`src/rtl/multicycle_alu.sv`:
```
// Multicycle ALU: single-cycle logic/arith ops plus an iterative shift-add multiply.
// Results are registered at completion and held until the next completion.
module multicycle_alu #(
    parameter int unsigned WIDTH      = 32,
    parameter int unsigned MUL_CYCLES = WIDTH
) (
    input  logic             clk_i,
    input  logic             rst_i,
    input  logic             start_i,
    input  logic [3:0]       ctrl_i,
    input  logic [WIDTH-1:0] src1_i,
    input  logic [WIDTH-1:0] src2_i,
    output logic             busy_o,
    output logic             done_o,
    output logic [WIDTH-1:0] result_o,
    output logic             zero_o,
    output logic             invalid_o
);

    localparam int unsigned CntW = $clog2(MUL_CYCLES + 1);

    localparam logic [3:0] OpAnd = 4'h0;
    localparam logic [3:0] OpOr  = 4'h1;
    localparam logic [3:0] OpAdd = 4'h2;
    localparam logic [3:0] OpSub = 4'h6;
    localparam logic [3:0] OpSlt = 4'h7;
    localparam logic [3:0] OpMul = 4'hA;

    typedef enum logic [1:0] {StIdle, StMul, StDone} state_e;

    state_e            state_q, state_d;
    logic [CntW-1:0]   cnt_q, cnt_d;
    logic [WIDTH-1:0]  mcand_q, mcand_d;
    logic [WIDTH-1:0]  mplier_q, mplier_d;
    logic [WIDTH-1:0]  acc_q, acc_d;
    logic [WIDTH-1:0]  result_q, result_d;
    logic              zero_q, zero_d;
    logic              invalid_q, invalid_d;

    logic [WIDTH-1:0]  alu_res;
    logic              alu_valid;
    logic [WIDTH-1:0]  acc_step;
    logic              accept;

    always_comb begin
        alu_res   = '0;
        alu_valid = 1'b1;
        case (ctrl_i)
            OpAnd:   alu_res = src1_i & src2_i;
            OpOr:    alu_res = src1_i | src2_i;
            OpAdd:   alu_res = src1_i + src2_i;
            OpSub:   alu_res = src1_i - src2_i;
            OpSlt:   alu_res = {{(WIDTH-1){1'b0}}, ($signed(src1_i) < $signed(src2_i))};
            default: alu_valid = 1'b0;
        endcase
    end

    assign accept   = start_i && (state_q != StMul);
    assign acc_step = mplier_q[0] ? (acc_q + mcand_q) : acc_q;

    always_comb begin
        state_d   = state_q;
        cnt_d     = cnt_q;
        mcand_d   = mcand_q;
        mplier_d  = mplier_q;
        acc_d     = acc_q;
        result_d  = result_q;
        zero_d    = zero_q;
        invalid_d = invalid_q;
        unique case (state_q)
            StIdle, StDone: begin
                state_d = StIdle;
                if (accept) begin
                    if (ctrl_i == OpMul) begin
                        state_d  = StMul;
                        cnt_d    = '0;
                        acc_d    = '0;
                        mcand_d  = src1_i;
                        mplier_d = src2_i;
                    end else begin
                        state_d   = StDone;
                        result_d  = alu_res;
                        zero_d    = (alu_res == '0);
                        invalid_d = !alu_valid;
                    end
                end
            end
            StMul: begin
                acc_d    = acc_step;
                mcand_d  = mcand_q << 1;
                mplier_d = mplier_q >> 1;
                cnt_d    = cnt_q + CntW'(1);
                if (cnt_q == CntW'(MUL_CYCLES - 1)) begin
                    state_d   = StDone;
                    result_d  = acc_step;
                    zero_d    = (acc_step == '0);
                    invalid_d = 1'b0;
                end
            end
            default: state_d = StIdle;
        endcase
    end

    always_ff @(posedge clk_i or negedge rst_i) begin
        if (!rst_i) begin
            state_q   <= StIdle;
            cnt_q     <= '0;
            mcand_q   <= '0;
            mplier_q  <= '0;
            acc_q     <= '0;
            result_q  <= '0;
            zero_q    <= 1'b1;
            invalid_q <= 1'b0;
        end else begin
            state_q   <= state_d;
            cnt_q     <= cnt_d;
            mcand_q   <= mcand_d;
            mplier_q  <= mplier_d;
            acc_q     <= acc_d;
            result_q  <= result_d;
            zero_q    <= zero_d;
            invalid_q <= invalid_d;
        end
    end

    assign busy_o    = (state_q == StMul);
    assign done_o    = (state_q == StDone);
    assign result_o  = result_q;
    assign zero_o    = zero_q;
    assign invalid_o = invalid_q;

endmodule

```
`config.mk`:
```
export PLATFORM = sky130hd
export DESIGN_NAME = multicycle_alu
export DESIGN_NICKNAME = d
export VERILOG_FILES = /design/src/rtl/multicycle_alu.sv
export SDC_FILE = /design/constraint.sdc
export NUM_CORES = 1
export LEC_CHECK = 0
export ABC_AREA = 1
export CAP_MARGIN = 0
export CORE_MARGIN = 5
export CORE_UTILIZATION = 55
export DETAILED_ROUTE_END_ITERATION = 8
export GPL_TIMING_DRIVEN = 0
export PLACE_DENSITY = 0.77
export SYNTH_ARGS = -nofsm -noshare
export SYNTH_HDL_FRONTEND = slang
export SYNTH_SLANG_ARGS = --single-unit
export TNS_END_PERCENT = 5
```
`constraint.sdc`:
```
create_clock -name clk_i -period 3 [get_ports clk_i]
set_input_delay 0.6 -clock clk_i [delete_from_list [all_inputs] [get_ports clk_i]]
set_output_delay 0.6 -clock clk_i [all_outputs]
set_load 0.01 [all_outputs]
```
==> results.yml <==
critical_path:
  crit_arrival_ns: 2.37
  crit_path_max_fanout: 10
  cp_slowest_stage_delay_ns: 0.62
  worstSetupPathType: "register to primary output"
  cp.required_ns: 2.40
  rr_worst_depth: 16
  start_kind: "register"
  critPathSlowestCell: "clkdlybuf4s50_1"
  crit_path_end_kind: "primary output"
  path_cells: "nor2_1, buf_2, clkbuf_2, clkdlybuf4s50_1"
synthesis:
  yosys_most_used_dff: "dfrtp_1"
  synth_most_common_cell: "nand2_1"
  synth.top_cell.area_share_pct: 22.82
  synth_cells: 2586
  synth_cell_types: 43
  synth.area.top_cells: "dfrtp_1 23%, nand2_1 22%, inv_1 11%"
  syn_area_mm2: 0.01502
  yosysWarnings: 0
  synth.avg_cell_area_um2: 5.808
  synth.yosys.seq_area_share_pct: 23.00
  synth_top_area_cell: "dfrtp_1"
  ys_ff_latch: 138
  synth_edf_count: 0
  syn-num-nets: 2791
  synth_common_cells: "875 x nand2_1, 458 x inv_1, 330 x nor2_1"
  async_reset_ff_share_pct: 100.0
die:
  rows: 60
  die_h_um: 175.3
  dieWidth_um: 175.3
  dieArea_mm2: 0.03072
  core-area_mm2: 0.02695
  start_util_pct: 55.73
  boundaryPins: 107
global_route:
  grt-ovfl-total: 0
  grt_max_degree: 92
  grt_usage_pct: 36.80
  grt_pass1_wl_um: 88130
  grt_pass1_vias: 16580
  antenna_found_initial: 2
placement:
  gp_congestion: 1.045
  dp_hpwl_um: 47470
  place.port_buffers: 106
  placed_cell_area_mm2: 0.01654
clocking:
  cts_tree: "done"
  ctsRootBufferMaster: "clkbuf_16"
  htreeDepth: 4
  cts.sinks: 138
  cts_made_buffers: 17
  clk_path_buf_depth: 2
  clk_pin_slew_ns: 0.07
  insertion_delay_ns: 0.42
routing:
  wl_per_cell_um: 19.16
  drc: 0
  drt_iter0_drc: 1983
  via_per_inst: 5.658
  final_antenna_net_count: 0
  dr_total_vias: 17460
  first_pass_iters: 6
  drt-total-wl_um: 59100
outcome:
  outcome: "finished clean"
layout:
  finalInstanceArea_mm2: 0.01806
  nFillCells: 2464
  seq_area_mm2: 0.003455
  synthToLayoutAreaGrowth_pct: 20.25
  drive_gt1_share_pct: 11.49
  multi_input_area_mm2: 0.01019
  post-route-util_pct: 67.02
  layout.nets: 2934
power:
  p_leak_nw: 10.15
  ir_drop_v: 0.0004660
  swShare_pct: 50.48
  switching_power_mw: 6.333
  power.density_mw_per_mm2: 694.6
  pwr-share-clk_pct: 16.5
  combPwrFrac_pct: 59.1
  seq_power_share_pct: 24.4
  p_int_mw: 6.213
sta:
  min_period_ns: 2.970
  worst_pin_slew_ns: 0.9399
  max_freq_mhz: 336.7
  setup_viol: 0
  hold_viol: 0
  finalCritPeriodShare_pct: 98.99
  slew_headroom_pct: 36.76
  drv_slew: 0
  skew_ns: 0.01325
hold_path:
  hp-class: "input pin to async pin"
job:
  cap_violations: 0
## final timing paths
path	start	end	slack (ns)
worst min-delay path	rst_i	mplier_q[2]$_DFFE_PN0P_	0.11
worst max-delay path	state_q[1]$_DFFE_PN0P_	busy_o	0.03
min in group clk_i	invalid_o$_DFFE_PN0P_	invalid_o$_DFFE_PN0P_	0.49
max in group asynchronous	rst_i	zero_o$_DFFE_PN1P_	2.04
worst max register to register	mcand_q[8]$_DFFE_PN0P_	zero_o$_DFFE_PN1P_	0.13
worst min register to register	invalid_o$_DFFE_PN0P_	invalid_o$_DFFE_PN0P_	0.49
## final cells by class
type | instances | share of cell area [%]
timing repair buffer | 125 | 6.969
tap | 341 | 2.362
inverter | 467 | 9.753
sequential | 138 | 19.13
clock buffer | 19 | 2.452
clock inverter | 13 | 0.7412
antenna | 2 | 0.02771
multi-input combinational | 1904 | 56.41
buffer | 76 | 2.154
## worst max-delay path, delay by kind of cell (launching register included)
kind	cells	cell delay, ns
buffers and inverters	3	1.33
AND/OR/NAND/NOR	1	0.22
flip-flops	1	0.41
## layer usage
layer,global-route usage (%),wire length [µm],vias up
met5,0,0,-
met4,19.90,3703,0
met3,3.315,4582,182
met2,62.49,27790,876
met1,46.43,23030,8072
li1,-,-,8326
## through the flow
step	instances	hold slack [ns]	setup WS (ns)	power, mW	TNS, ns
2_1_floorplan	2586	0.3044	0.4865	7.739	0
3_3_place_gp	3033	0.4482	-3.940	9.718	-550.20
3_5_place_dp	3034	0.4671	-0.8770	9.897	-12.30
4_1_cts	3066	0.1229	-0.1588	12.05	-0.1588
5_1_grt	3085	0.1395	-0.07997	13.53	-0.07997
6_report	3085	0.1125	0.03029	12.55	0
## kinds of logic after synthesis
group           share of synthesized area [%]
buf+inv                                 14.01
flops                                   23.00
fa+ha+maj                               11.31
compound gates                          10.48
simple gates                            40.62
xor+xnor                               0.5831
## sequential cells by signal, indices dropped and copies added (netlist names)
name	flops
acc_q	32
cnt_q	6
invalid_o	1
mcand_q	32
mplier_q	32
result_o	32
state_q	2
zero_o	1
## cells in the final DEF, fill, tap and decap left out, types with 6 or more instances in the layout
master           Yosys  layout
nand2_1            875     834
inv_1              458     442
nor2_1             330     293
nand3_1            182     156
dfrtp_1            137     137
ha_1               131     116
o22ai_1             81      81
a21oi_1             82      62
o21ai_0             59      51
nand2_2             12      50
clkdlybuf4s50_1      0      46
dlymetal6s2s_1       0      41
clkbuf_1            38      36
nor2_2               9      34
nand3_2              6      28
nand4_1             26      26
a31oi_1             25      25
buf_4                4      23
a21oi_2              1      20
inv_2                5      19
clkbuf_16            0      17
buf_2               26      15
clkbuf_2             0      15
nor2_4               1      13
nand3b_1            12      12
ha_4                 0      10
o211ai_1             9       9
and2_1               8       8
buf_1                7       7
nor3_1              11       7
nor3_2               5       7
or2_2                7       7
xnor2_1              7       7
clkbuf_4             0       7
o21ai_1              3       7
clkinvlp_4           0       6
buf_6                2       6
## what timing repair did
action / 4_1_cts / 5_1_grt
endpoints found under the setup margin: 13 / 16
cloned: 0 / 0
pin swaps: 0 / 25
setup buffers: 0 / 18
resized for setup: 42 / 277
hold buffers: 0 / 0
## power groups by stage
stage	logic, mW	clock network [mW]	registers (mW)
final	7.41	2.08	3.06
after floorplan	4.84	0	2.90
after detailed placement	6.87	0	3.03
after global placement	6.71	0	3.01
after global routing	8.28	2.15	3.11
after CTS	6.97	2.06	3.02
(Power assumes the default switching activity.)
